===== src/rtl/user_rd_reg_pkg.sv =====
// Shared definitions for the JTAG user read register.
// USER_RD_REG_STATUS_EN adds FRESH/OVERRUN status bits ahead of the data word.
package user_rd_reg_pkg;

    typedef enum logic [0:0] {
        StIdle,
        StShifting
    } state_e;

    localparam int unsigned DEF_WIDTH  = 16;
    localparam int unsigned STAT_FRESH = 0;
    localparam int unsigned STAT_OVR   = 1;
    localparam int unsigned STAT_BITS  = 2;

    // Number of TCK shifts that make up a full read.
    function automatic int unsigned shift_len(input int unsigned width);
`ifdef USER_RD_REG_STATUS_EN
        return width + STAT_BITS;
`else
        return width;
`endif
    endfunction

endpackage


===== src/rtl/user_rd_hold.sv =====
// Fabric-side holding register: hold/pend buffering, FRESH and OVERRUN tracking.
// USER_RD_REG_STATUS_EN lets a completed read clear OVERRUN.
module user_rd_hold
    import user_rd_reg_pkg::*;
#(
    parameter int unsigned      WIDTH     = DEF_WIDTH,
    parameter logic [WIDTH-1:0] DEF_VALUE = '0
) (
    input  logic             TCK,
    input  logic             RST,
    input  logic [WIDTH-1:0] PI,
    input  logic             PI_STB,
    input  logic             busy,
    input  logic             rd_done,
    output logic [WIDTH-1:0] hold,
    output logic             fresh,
    output logic             overrun
);

    logic [WIDTH-1:0] hold_q;
    logic [WIDTH-1:0] pend_q;
    logic             pend_vld_q;
    logic             fresh_q;
    logic             ovr_q;

    always_ff @(posedge TCK or negedge RST) begin
        if (!RST) begin
            hold_q     <= DEF_VALUE;
            pend_q     <= '0;
            pend_vld_q <= 1'b0;
            fresh_q    <= 1'b0;
            ovr_q      <= 1'b0;
        end else begin
            // Clears come first so a same-cycle overrun still sticks.
            if (rd_done) begin
                fresh_q <= 1'b0;
`ifdef USER_RD_REG_STATUS_EN
                ovr_q   <= 1'b0;
`endif
            end
            if (PI_STB && !busy) begin
                hold_q     <= PI;
                fresh_q    <= 1'b1;
                pend_vld_q <= 1'b0;
                if (fresh_q || pend_vld_q) ovr_q <= 1'b1;
            end else if (PI_STB) begin
                pend_q     <= PI;
                pend_vld_q <= 1'b1;
                if (pend_vld_q) ovr_q <= 1'b1;
            end else if (!busy && pend_vld_q) begin
                hold_q     <= pend_q;
                fresh_q    <= 1'b1;
                pend_vld_q <= 1'b0;
            end
        end
    end

    assign hold    = hold_q;
    assign fresh   = fresh_q;
    assign overrun = ovr_q;

endmodule


===== src/rtl/user_rd_reg.sv =====
// JTAG user read register: parallel-in from fabric, serial-out LSB-first on TDO/DSY_OUT.
// USER_RD_REG_STATUS_EN prepends {OVERRUN, FRESH} to the shifted word.
module user_rd_reg
    import user_rd_reg_pkg::*;
#(
    parameter int unsigned      WIDTH     = DEF_WIDTH,
    parameter logic [WIDTH-1:0] DEF_VALUE = '0
) (
    input  logic             TCK,
    input  logic             RST,
    input  logic             SEL,
    input  logic             FSEL,
    input  logic             DSY_CHAIN,
    input  logic             CAPTURE,
    input  logic             SHIFT,
    input  logic             UPDATE,
    input  logic             TDI,
    input  logic             DSY_IN,
    input  logic [WIDTH-1:0] PI,
    input  logic             PI_STB,
    output logic             TDO,
    output logic             DSY_OUT,
    output logic             BUSY,
    output logic             FRESH,
    output logic             OVERRUN,
    output logic             RD_ACK
);

    localparam int unsigned N  = shift_len(WIDTH);
    localparam int unsigned CW = $clog2(N + 1);
    localparam logic [CW-1:0] CntMax = CW'(N);
`ifdef USER_RD_REG_STATUS_EN
    localparam logic [N-1:0] SregRst = {DEF_VALUE, 2'b00};
`else
    localparam logic [N-1:0] SregRst = DEF_VALUE;
`endif

    state_e           state_q;
    logic [N-1:0]     sreg_q;
    logic [N-1:0]     cap_val;
    logic [CW-1:0]    cnt_q;
    logic             rd_ack_q;
    logic             act;
    logic             din;
    logic             rd_done;
    logic             busy;
    logic             fresh;
    logic             overrun;
    logic [WIDTH-1:0] hold;

    assign act  = SEL & (FSEL | DSY_CHAIN);
    assign din  = DSY_CHAIN ? DSY_IN : TDI;
    assign busy = (state_q == StShifting);

    always_comb begin
        cap_val = '0;
`ifdef USER_RD_REG_STATUS_EN
        cap_val[N-1:STAT_BITS] = hold;
        cap_val[STAT_FRESH]    = fresh;
        cap_val[STAT_OVR]      = overrun;
`else
        cap_val = hold;
`endif
    end

    // Full-length UPDATE; CAPTURE and SHIFT outrank UPDATE in the same cycle.
    assign rd_done = busy & act & ~CAPTURE & ~SHIFT & UPDATE & (cnt_q == CntMax);

    always_ff @(posedge TCK or negedge RST) begin
        if (!RST) begin
            state_q  <= StIdle;
            sreg_q   <= SregRst;
            cnt_q    <= '0;
            rd_ack_q <= 1'b0;
        end else begin
            rd_ack_q <= rd_done;
            case (state_q)
                StIdle: begin
                    if (CAPTURE && act) begin
                        sreg_q  <= cap_val;
                        cnt_q   <= '0;
                        state_q <= StShifting;
                    end
                end
                StShifting: begin
                    if (!SEL) begin
                        state_q <= StIdle;
                    end else if (CAPTURE && act) begin
                        sreg_q <= cap_val;
                        cnt_q  <= '0;
                    end else if (SHIFT && act) begin
                        sreg_q <= {din, sreg_q[N-1:1]};
                        if (cnt_q != CntMax) cnt_q <= cnt_q + CW'(1);
                    end else if (UPDATE && act) begin
                        state_q <= StIdle;
                    end
                end
                default: state_q <= StIdle;
            endcase
        end
    end

    user_rd_hold #(
        .WIDTH     (WIDTH),
        .DEF_VALUE (DEF_VALUE)
    ) u_hold (
        .TCK     (TCK),
        .RST     (RST),
        .PI      (PI),
        .PI_STB  (PI_STB),
        .busy    (busy),
        .rd_done (rd_done),
        .hold    (hold),
        .fresh   (fresh),
        .overrun (overrun)
    );

    assign TDO     = FSEL & sreg_q[0];
    assign DSY_OUT = DSY_CHAIN & sreg_q[0];
    assign BUSY    = busy;
    assign FRESH   = fresh;
    assign OVERRUN = overrun;
    assign RD_ACK  = rd_ack_q;

endmodule


===== config.mk =====
export PLATFORM = sky130hd
export DESIGN_NAME = user_rd_reg
export DESIGN_NICKNAME = d
export VERILOG_FILES = /design/src/rtl/user_rd_reg_pkg.sv /design/src/rtl/user_rd_hold.sv /design/src/rtl/user_rd_reg.sv
export SDC_FILE = /design/constraint.sdc
export NUM_CORES = 1
export LEC_CHECK = 0
export CORE_UTILIZATION = 59
export CTS_CLUSTER_DIAMETER = 30
export DETAILED_ROUTE_END_ITERATION = 6
export PLACE_DENSITY = 0.84
export SLEW_MARGIN = 20
export SYNTH_ARGS = -nofsm -noshare
export SYNTH_HDL_FRONTEND = slang
export SYNTH_SLANG_ARGS = --single-unit

===== constraint.sdc =====
create_clock -name TCK -period 2.25 [get_ports TCK]
set_input_delay 0.225 -clock TCK [delete_from_list [all_inputs] [get_ports TCK]]
set_output_delay 0.225 -clock TCK [all_outputs]
set_load 0.03 [all_outputs]

==> results.json <==
{
  "outcome": "finished with violations",
  "violations": "DRC",
  "pwr_density_cell_mw_per_mm2": 868,
  "root_buffer": "clkbuf_8",
  "synth-edff-count": 0,
  "ioPinCount": 33,
  "synth_area_leaders": "dfrtp_1, mux2_2, o21ai_0",
  "peakVddDrop_v": 0.000599,
  "relSlewSlack_pct": 29.0,
  "critPathMaxStageDelay_ns": 0.77,
  "finalClockSkew_ns": 0.00698,
  "synthArstFlopShare_pct": 100,
  "viasPerCell": 5.62,
  "row_count": 24,
  "cts_inserted_buffers": 9,
  "fin_setup_tns_ns": 0,
  "synth_top_area_cell": "dfrtp_1",
  "cts_hold_buffers": 1,
  "clkSinkCount": 58,
  "grt_max_degree": 59,
  "fill_cells": 288,
  "grt_pass1_wl_mm": 8.72,
  "cp_max_fo": 12,
  "wl_met3_um": 165,
  "wl_met1_mm": 2.49,
  "drv_cap": 0,
  "dp.final_hpwl_mm": 3.43,
  "seq_area_frac_synth_pct": 54.3,
  "cts.clk_slew.worst_paths_ns": 0.06,
  "syn_avg_cell_area_um2": 10.9,
  "cts_tree": "done",
  "overflow": 0,
  "endpoint_kind": "output port",
  "clk_latency_ns": 0.34,
  "min_period_ns": 1.94,
  "gp_congestion": 0.788,
  "drc_errors": 1,
  "critPathRequiredTime_ns": 2.03,
  "finish.instance_area_mm2": 0.00327,
  "routed_wl_mm": 5.16,
  "area_growth_pct": 22.4,
  "fp.dieH_um": 69.3,
  "synth_top_area_share_pct": 54.3,
  "tightest_slew_ns": 1.06,
  "drt_iter0_markers": 111,
  "post-route-period-util_pct": 86.4,
  "routedWlPerCell_um": 15.2,
  "hold_viol_final": 0,
  "rsz0062_at_grt": "false",
  "crit_path_start_kind": "register",
  "postCtsResizedCells": 0,
  "path_delay_family": "buffers and inverters",
  "die_x_um": 69.3,
  "h-tree-depth": 3,
  "finalMaxSlewViolations": 0,
  "synth_nets": 274,
  "max-clock-path-buffers": 2,
  "wl_met2_mm": 2.44,
  "die-area_mm2": 0.00480,
  "synth_top_flop_cell": "dfrtp_1",
  "p_leak_uw": 0.00154,
  "grt.total_usage_pct": 23.2,
  "path_buf_inv": 1,
  "synth_cells": 245,
  "drive_gt1_share_pct": 16.7,
  "synth.most_common_cell": "dfrtp_1",
  "arrival_ns": 1.72,
  "drtPass1Iterations": 6,
  "crit_chain": "clkdlybuf4s50_1",
  "critPathKind": "reg -> out",
  "vias": 1911,
  "synth_seq_cells": 58,
  "setup_viol": 0,
  "antenna_found_initial": 0,
  "synth_cell_type_count": 36,
  "min_path_type": "in -> async",
  "portBuffers": 32,
  "synth_common_cells": "dfrtp_1, nand2_1, o21ai_0",
  "post_cts.repair.setup_buffers": 0,
  "top_layer_used": "met4",
  "fmax_mhz": 514,
  "nets": 313,
  "core_mm2": 0.00435,
  "dpl_cell_area_mm2": 0.00306,
  "grt_pass1_vias": 1843,
  "crit_slowest_cell": "clkdlybuf4s50_1",
  "syn-cell-area_mm2": 0.00267,
  "ant_nets": 0,
  "initial_core_util_pct": 61.4,
  "num_antenna_cells": 0,
  "yosys_warnings": 0
}
==> final timing paths <==
path                                      from                 to  slack, ns  cells after the start
worst max-delay path                      BUSY               BUSY       0.31                      1
worst min-delay path                       RST             RD_ACK       0.42                      3
worst max register to register            BUSY           cnt_q[0]       0.54                      5
worst min register to register  u_hold.overrun     u_hold.overrun       0.47                      1
max in group asynchronous                  RST  u_hold.pend_q[14]       1.58                      3
min in group TCK                u_hold.overrun     u_hold.overrun       0.47                      1
==> through the flow <==
stage	total power (µW)	hold slack [ns]	std cells	worst slack (ns)	utilization [%]
3_5_place_dp	1860	0.253	324	0.343	70.2
4_1_cts	2850	0.451	340	0.317	75.1
5_1_grt	2960	0.452	340	0.266	75.1
2_1_floorplan	1670	-0.0706	245	0.588	-
6_report	2840	0.418	340	0.306	75.1
3_3_place_gp	1820	0.248	324	0.383	70.2
==> power by group <==
group	internal, µW	leakage, µW	switching (µW)	total, µW
combinational	242	0.000718	224	466
sequential	1250	0.000717	128	1380
clock	595	0.000106	400	995
==> logic make-up (layout without fill, tap and decap cells) <==
| family | count (synthesis) | count (layout) | synth area share, % |
|---|---|---|---|
| simple gates | 69 | 69 | 13.9 |
| compound gates | 61 | 61 | 12.9 |
| flops | 58 | 58 | 54.3 |
| mux | 34 | 34 | 13.7 |
| buf+inv | 19 | 62 | 3.65 |
| fa+ha+maj | 2 | 2 | 0.936 |
| xor+xnor | 2 | 2 | 0.656 |
==> per-layer routing <==
metal / vias up / global-route usage (%)
met3: 9 / 5.52
met2: 37 / 35.3
met5: - / 0
met4: 0 / 8.84
met1: 926 / 32.5
li1: 939 / -
==> sequential cells by signal (all words and copies together), names as in the netlist <==
name,cells
sreg_q,16
u_hold.pend_q,16
u_hold.fresh,1
cnt_q,5
RD_ACK,1
BUSY,1
u_hold.overrun,1
u_hold.hold,16
u_hold.pend_vld_q,1
==> placed cells by master (no fill, tap or decap), types with 2 or more instances in the layout <==
cell / instances
mux2i_1: 16
nor2b_1: 3
ha_1: 2
o21ai_0: 34
buf_4: 9
nand2_1: 37
xnor2_1: 2
a22oi_1: 3
nor4_1: 2
mux2_2: 17
clkbuf_8: 12
a21oi_1: 15
a22o_1: 2
and2_1: 2
nor2_1: 4
inv_1: 4
dfrtp_1: 58
nor3_1: 2
and3b_1: 13
clkdlybuf4s50_1: 31
==> final cells by class <==
class	count	area, µm²	area share, %
sequential	58	1450	44.4
multi-input combinational	168	1120	34.3
timing repair buffer	43	413	12.6
clock buffer	13	169	5.16
tap	52	65.1	1.99
clock inverter	2	35.0	1.07
inverter	4	15.0	0.459
Power figures use the tool's default switching activity.
